`config.mk`:
```
export PLATFORM = sky130hd
export DESIGN_NAME = ce_gen_bank
export DESIGN_NICKNAME = d
export VERILOG_FILES = /design/src/rtl/ce_gen_bank_pkg.sv /design/src/rtl/ce_gen_chan.sv /design/src/rtl/ce_gen_bank.sv
export SDC_FILE = /design/constraint.sdc
export NUM_CORES = 1
export LEC_CHECK = 0
export ABC_AREA = 1
export CORE_AREA = 2 2 152 95
export DETAILED_ROUTE_END_ITERATION = 10
export DIE_AREA = 0 0 154 97
export GPL_TIMING_DRIVEN = 0
export PLACE_DENSITY = 0.55
export REMOVE_ABC_BUFFERS = 1
export SLEW_MARGIN = 10
export SYNTH_ARGS = -nofsm -noshare
export SYNTH_HDL_FRONTEND = slang
export SYNTH_SLANG_ARGS = --single-unit
```
`constraint.sdc`:
```
create_clock -name clk24 -period 3.4 [get_ports clk24]
set_input_delay 0.34 -clock clk24 [delete_from_list [all_inputs] [get_ports clk24]]
set_output_delay 0.34 -clock clk24 [all_outputs]
set_load 0.05 [all_outputs]
```
`src/rtl/ce_gen_bank_pkg.sv`:
```
// ce_gen_bank_pkg: channel config record, FSM states and default phase tables (12/6/3/1.5 MHz + video slices)
package ce_gen_bank_pkg;
  localparam int NCH_MAX = 16;
  localparam int CTR_MAX = 10;
  typedef struct packed {
    logic               on;
    logic [CTR_MAX-1:0] mask;
    logic [CTR_MAX-1:0] match;
  } chan_cfg_t;
  typedef enum logic {ST_INIT, ST_RUN} state_t;
  // ch0..3: 12/6/3/1.5 MHz from 24 MHz; ch4..7: four video slices of an 8-phase cycle
  localparam logic [47:0] RST_MASK_DEF  = {6'h07, 6'h07, 6'h07, 6'h07, 6'h0f, 6'h07, 6'h03, 6'h01};
  localparam logic [47:0] RST_MATCH_DEF = {6'h06, 6'h04, 6'h02, 6'h00, 6'h0f, 6'h07, 6'h03, 6'h01};
endpackage

```
`src/rtl/ce_gen_chan.sv`:
```
// ce_gen_chan: one channel's config (and shadow when CE_GEN_BANK_SHADOW_EN) plus registered phase compare
module ce_gen_chan
  import ce_gen_bank_pkg::*;
#(
  parameter int               CTR_W     = 6,
  parameter logic [CTR_W-1:0] RST_MASK  = '0,
  parameter logic [CTR_W-1:0] RST_MATCH = '0
) (
  input  logic             clk24,
  input  logic             reset,
  input  logic             we,
  input  logic             cfg_on,
  input  logic [CTR_W-1:0] cfg_mask,
  input  logic [CTR_W-1:0] cfg_match,
  input  logic             count,
`ifdef CE_GEN_BANK_SHADOW_EN
  input  logic             load,
`endif
  input  logic [CTR_W-1:0] ctr,
  output logic             ce
);
  localparam chan_cfg_t RST_CFG = '{on: 1'b1, mask: CTR_MAX'(RST_MASK), match: CTR_MAX'(RST_MATCH)};
  chan_cfg_t live, wcfg;
  assign wcfg = '{on: cfg_on, mask: CTR_MAX'(cfg_mask), match: CTR_MAX'(cfg_match)};
`ifdef CE_GEN_BANK_SHADOW_EN
  chan_cfg_t shadow;
  // a write landing on the load cycle goes straight through to live
  always_ff @(posedge clk24) begin
    if (reset) begin
      shadow <= RST_CFG;
      live   <= RST_CFG;
    end else begin
      if (we) shadow <= wcfg;
      if (load) live <= we ? wcfg : shadow;
    end
  end
`else
  always_ff @(posedge clk24) begin
    if (reset) live <= RST_CFG;
    else if (we) live <= wcfg;
  end
`endif
  always_ff @(posedge clk24) begin
    if (reset) ce <= 1'b0;
    else ce <= count && live.on && ((CTR_MAX'(ctr) & live.mask) == (live.match & live.mask));
  end
endmodule

```
`src/rtl/ce_gen_bank.sv`:
```
// ce_gen_bank: bank of phase-matched clock enables off a shared counter on clk24.
// Define CE_GEN_BANK_SHADOW_EN to double-buffer channel config, committing on wrap or resync.
module ce_gen_bank
  import ce_gen_bank_pkg::*;
#(
  parameter int                     NCH         = 8,
  parameter int                     CTR_W       = 6,
  parameter int                     INIT_CYCLES = 3,
  parameter logic [NCH*CTR_W-1:0]   RST_MASK    = (NCH*CTR_W)'(RST_MASK_DEF),
  parameter logic [NCH*CTR_W-1:0]   RST_MATCH   = (NCH*CTR_W)'(RST_MATCH_DEF)
) (
  input  logic             clk24,
  input  logic             reset,
  input  logic             hold,
  input  logic             resync,
  input  logic             cfg_we,
  input  logic [3:0]       cfg_addr,
  input  logic [CTR_W-1:0] cfg_mask,
  input  logic [CTR_W-1:0] cfg_match,
  input  logic             cfg_on,
  output logic [NCH-1:0]   ce,
  output logic [CTR_W-1:0] ctr_q,
  output logic             wrap,
  output logic             ready
);
  localparam int SW = $clog2(INIT_CYCLES + 1) + 1;
  localparam logic [CTR_W-1:0] ONES = '1;
  state_t        st;
  logic [SW-1:0] settle;
  logic          count, wrap_gen;
  assign count    = (st == ST_RUN) && !hold && !resync;
  assign wrap_gen = count && (ctr_q == ONES);
  assign ready    = (st == ST_RUN);
  always_ff @(posedge clk24) begin
    if (reset) begin
      st     <= ST_INIT;
      settle <= '0;
      ctr_q  <= '0;
      wrap   <= 1'b0;
    end else if (st == ST_INIT) begin
      settle <= settle + 1'b1;
      if (settle == SW'(INIT_CYCLES - 1)) st <= ST_RUN;
    end else begin
      wrap  <= wrap_gen;
      ctr_q <= resync ? '0 : count ? ctr_q + 1'b1 : ctr_q;
    end
  end
  for (genvar g = 0; g < NCH; g++) begin : g_ch
    ce_gen_chan #(
      .CTR_W    (CTR_W),
      .RST_MASK (RST_MASK[g*CTR_W +: CTR_W]),
      .RST_MATCH(RST_MATCH[g*CTR_W +: CTR_W])
    ) u_ch (
      .clk24    (clk24),
      .reset    (reset),
      .we       (cfg_we && (cfg_addr == 4'(g))),
      .cfg_on   (cfg_on),
      .cfg_mask (cfg_mask),
      .cfg_match(cfg_match),
      .count    (count),
`ifdef CE_GEN_BANK_SHADOW_EN
      .load     (wrap_gen || ((st == ST_RUN) && resync)),
`endif
      .ctr      (ctr_q),
      .ce       (ce[g])
    );
  end
endmodule

```
# Word-level counts from Yosys, hierarchy flattened
# Index checks and enable logic that the tools add are counted.
# word_totals
reg_bits,123
latch_bits,0
ram_bits,0
romBits,0
input_bits,22
out_inout_bits,16
word_cells,107
memories,0
# classes
addsub,2
multipliers,0
div_mod_pow,0
magnitude_cmp,0
n_eq_ne,17
shift,0
muxes,4
bitwise_logic,16
n_reduce_logical,32
# op_table
cell,count
6-bit bitwise AND,16
10-bit equality test,8
1-bit logical AND,27
4-bit by 3-bit equality test with 1-bit output (second input constant),4
6-bit 2-to-1 mux,2
4-bit by 2-bit equality test with 1-bit output (second input constant),2
6-bit by 1-bit adder with 6-bit output (second input constant),1
6-bit equality test (second input constant),1
4-bit by 1-bit equality test with 1-bit output (second input constant),1
4-bit zero test,1
3-bit by 1-bit adder with 3-bit output (second input constant),1
3-bit by 2-bit equality test with 1-bit output (second input constant),1
1-bit zero test,2
1-bit 2-to-1 mux,2
2-bit AND reduction,1
2-bit nonzero test,1

# Depth between registers and ports, before layout
# depth
ltp_word,5
mapped_depth,8
mapped_depth_nobuf,7

# Cells and area by module
# Synthesis repeated with hierarchy kept, for this count alone.
# unflattened
cells_unflattened,792
area_unflattened_um2,5406.4
# modules_own_cells
module,n_inst,cells_each,area_each_um2,seq_area_each_um2
ce_gen_chan (g_ch[0].u_ch ...),4,88,601.8,280.3
ce_gen_chan (g_ch[2].u_ch ...),3,88,599.3,280.3
ce_gen_chan (g_ch[3].u_ch),1,88,618.1,280.3
ce_gen_bank,1,88,583.1,220.2

# Least setup slack after synthesis
# Ideal clock, no wire load.
# synth_path
path_kind,register -> register
startpoint,reg st (netlist: ready)
endpoint,reg g_ch[0].u_ch.ce
setup_time_ns,0.064
arrival_time_ns,1.438
t_required_ns,3.336
setup_slack_ns,1.898
path_stages_with_launch,7
path_buffers,0
period_less_slack_ns,1.502
path_cell_list,dfxtp_1 > inv_1 > nor2_2 > nand3_1 > nor2_1 > nand2_1 > nor2_1
# synth_between
elab_chain_len,4
# synth_rtl
element,line_no,rtl
start: declaration,ce_gen_bank.sv:28,state_t st;
start signal: assignment,ce_gen_bank.sv:36,st <= ST_INIT;
start signal: assignment,ce_gen_bank.sv:42,if (settle == SW'(INIT_CYCLES - 1)) st <= ST_RUN;
1-bit logical AND (2 in series),ce_gen_bank.sv:31,assign count = (st == ST_RUN) && !hold && !resync;
1-bit logical AND (2 in series),ce_gen_chan.sv:45,else ce <= count && live.on && ((CTR_MAX'(ctr) & live.mask) == (live.match & live.mask));
end signal: assignment,ce_gen_chan.sv:45,
end: declaration,ce_gen_chan.sv:20,output logic ce
# Every way passes these cells.
# A chain may end at the register's enable or synchronous reset.

==> reports/results.tsv <==
stage	metric	value	unit
critical_path	crit_fanout	53	
place	dp_hpwl	9.887	mm
sta	max_freq	348.5	MHz
drt	postRouteWirelength	14.97	mm
sta	worst_slew_pin_slew	1.156	ns
sta	finalCritPeriodShare	84.38	%
critical_path	worstSetupPathType	input port to flip-flop	
drt	vias	5099	
floorplan	die-area	14940	um2
power_and_ir_drop	peakVddDrop	0.3369	mV
cells_and_area	nNetsFinal	862	
synthesis	synth_area	5562	um2
cells_and_area	syn2layout_area_growth	17.84	%
floorplan	start_util	41.45	%
critical_path	crit_family	buffers and inverters	
critical_path	crit_buf_inv	3	
clock_tree	worst_skew_pair.late_latency	0.41	ns
synthesis	yosysSeqAreaShare	44.27	%
drt	drtIter0Drc	345	
clock_tree	htree_levels	4	
cells_and_area	fill_cells	1281	
critical_path	arrival	3.12	ns
cells_and_area	drive_gt1_share	6.007	%
clock_tree	clock_sinks	123	
sta	fin_tns_setup	0	ns
synthesis	ys_seq_elements	123	
clock_tree	clock_tree.root_cell	clkbuf_16	
sta	setup_viol_count_final	0	
critical_path	cp_slowest_cell	clkdlybuf4s50_1	
synthesis	yosysUniqueCellTypes	19	
sta	fin_crit	2.869	ns
floorplan	rows	33	
clock_tree	cts_made_buffers	17	
clock_tree	cts_setup_buffers	0	
critical_path	critical_path.max_stage_delay	1.23	ns
global_routing	grt_max_degree	54	
sta	slew-limit-headroom	22.71	%
clock_tree	ctsHoldBuffers	0	
cells_and_area	multiInputGateArea	2585	um2
run_status	status	complete, no violations	
power_and_ir_drop	leakage	2.993	nW
global_routing	grt_usage	21.16	%
drt	route.detailed.drc	0	
floorplan	io_pins	38	
critical_path	path_cells	clkdlybuf4s50_1 -> clkinv_2 -> buf_12 -> o21ai_0 -> a21oi_1	
job	maxCapViolCount	0	
floorplan	die_w	154	um
drt	first_pass_iters	5	
global_routing	grt_overflow	0	
synthesis	synth_top_cell_by_area	dfxtp_1	
sta	hold_viol	0	
clock_tree	clock_path_buffers	2	
place	dpl_cell_area	5864	um2
synthesis	yosysTopAreaCellShare	44.27	%
drt	vias_per_cell	4.979	
critical_path	worst_ep_required_time	3.65	ns
worst_hold_path	hp-class	flip-flop to flip-flop	
cells_and_area	post-route-cell-area	6554	um2
drt	ant_nets	0	
clock_tree	clkTransAtPathRegs	0.05	ns
synthesis	avgSynthCellArea	6.629	um2
cells_and_area	n_antenna_cell	0	
critical_path	endpoint_kind	flip-flop	
floorplan	die_y	97	um
sta	rsz0062_at_grt	no	
global_routing	antenna_found_initial	0	
clock_tree	cts_resized	0	
floorplan	coreArea	13420	um2
drt	wl_per_cell	14.61	um
synthesis	synth_area_leaders	dfxtp_1, nand2_1, nor2_1	
power_and_ir_drop	cellPowerDensity	591.0	nW/um2
global_routing	grt_pass1_wl	24.54	mm
sta	drv_slew	0	
synthesis	yosysWarnings	0	
clock_tree	cts_tree	done	
sta	skew	0.009624	ns
place	gp_congestion	0.7782	
global_routing	first_global_vias	4829	
cells_and_area	seq_area	2462	um2
critical_path	crit_path_start_kind	input port	
synthesis	syn_inst	839	
place	port_buffers	37	
report_power, final:
part	switching [W]	internal, W	leakage (nW)	total, W
Clock	0.000629	0.00146	0.339	0.00209
Sequential	0.0000345	0.00149	0.997	0.00152
Combinational	0.000179	0.0000887	1.66	0.000268
state kept, by name, indices dropped and copies added (netlist names):
signal / count
g_ch.u_ch.live: 104
g_ch.u_ch.ce: 8
ctr_q: 6
settle: 3
ready: 1
wrap: 1
cells in the mapped netlist:
cell,count
nor2_4,4
nand3b_1,1
a21oi_1,23
clkbuf_1,22
or2_2,8
o21ai_0,54
nand2_1,230
inv_1,47
nor2_1,175
o211ai_1,2
nor2_2,1
nand3_1,100
nand3_4,1
ha_1,3
clkinv_1,3
buf_4,16
buf_2,21
dfxtp_1,123
inv_2,5
worst min-delay path, stage by stage (launching register included):
cell	delay, ns
dfxtp_1	0.32
nand2_1	0.05
nand3_1	0.05
path summary, 6_finish.rpt:
check / start / to / slack, ns / depth (start not counted)
hold / removal: g_ch[4].u_ch.live[10] / g_ch[4].u_ch.live[10] / 0.45 / 2
setup reg to reg: ctr_q[5] / g_ch[3].u_ch.ce / 1.54 / 5
setup / recovery: reset / ctr_q[0] / 0.53 / 5
hold reg to reg: g_ch[4].u_ch.live[10] / g_ch[4].u_ch.live[10] / 0.45 / 2
metal layers:
layer | up-vias | share of wire (%) | global-route usage [%]
met5 | - | 0 | 0
met4 | 0 | 1.2 | 6.614
met3 | 18 | 4.4 | 4.480
met2 | 112 | 43 | 32.05
met1 | 2362 | 52 | 30.12
li1 | 2607 | - | -
cells in the final DEF, fill, tap and decap left out, drive strengths merged:
cell type / n
nand2: 230
or2: 8
buf: 1
nand3b: 1
nor2: 180
clkinv: 3
ha: 3
inv: 52
bufinv: 5
nand3: 101
o21ai: 54
clkdlybuf4s50: 37
clkbuf: 26
a21oi: 23
o211ai: 2
dfxtp: 123
per-stage QoR:
stage | setup slack (ns) | std cells | util, % | hold WS [ns] | total power (W)
2_1_floorplan | 1.377 | 780 | - | 0.4091 | 0.001696
3_3_place_gp | -1.471 | 992 | 43.54 | 0.4375 | 0.001807
3_5_place_dp | 0.06750 | 993 | 43.70 | 0.4426 | 0.001816
4_1_cts | 0.4976 | 1024 | 48.84 | 0.4566 | 0.003898
5_1_grt | 0.2857 | 1024 | 48.84 | 0.4762 | 0.004024
6_report | 0.5310 | 1024 | 48.84 | 0.4524 | 0.003873
area by class of cell:
class | instances | share of cell area [%]
multi-input cells | 602 | 39.44
clock inverters | 5 | 2.291
clock buffers | 26 | 8.228
flip-flops and latches | 123 | 37.57
repair buffers | 38 | 5.956
inverters | 55 | 3.169
well taps | 175 | 3.341
kinds of logic (layout without fill, tap and decap cells):
group	Yosys count	count (layout)	share of synthesized area, %
and+or+nand+nor	520	520	38.61
DFF	123	123	44.27
buffers and inverters	114	124	9.246
AOI/OAI and AO/OA	79	79	7.199
adders and majority gates	3	3	0.6750
Note: power is estimated with default switching activity, not from simulation.
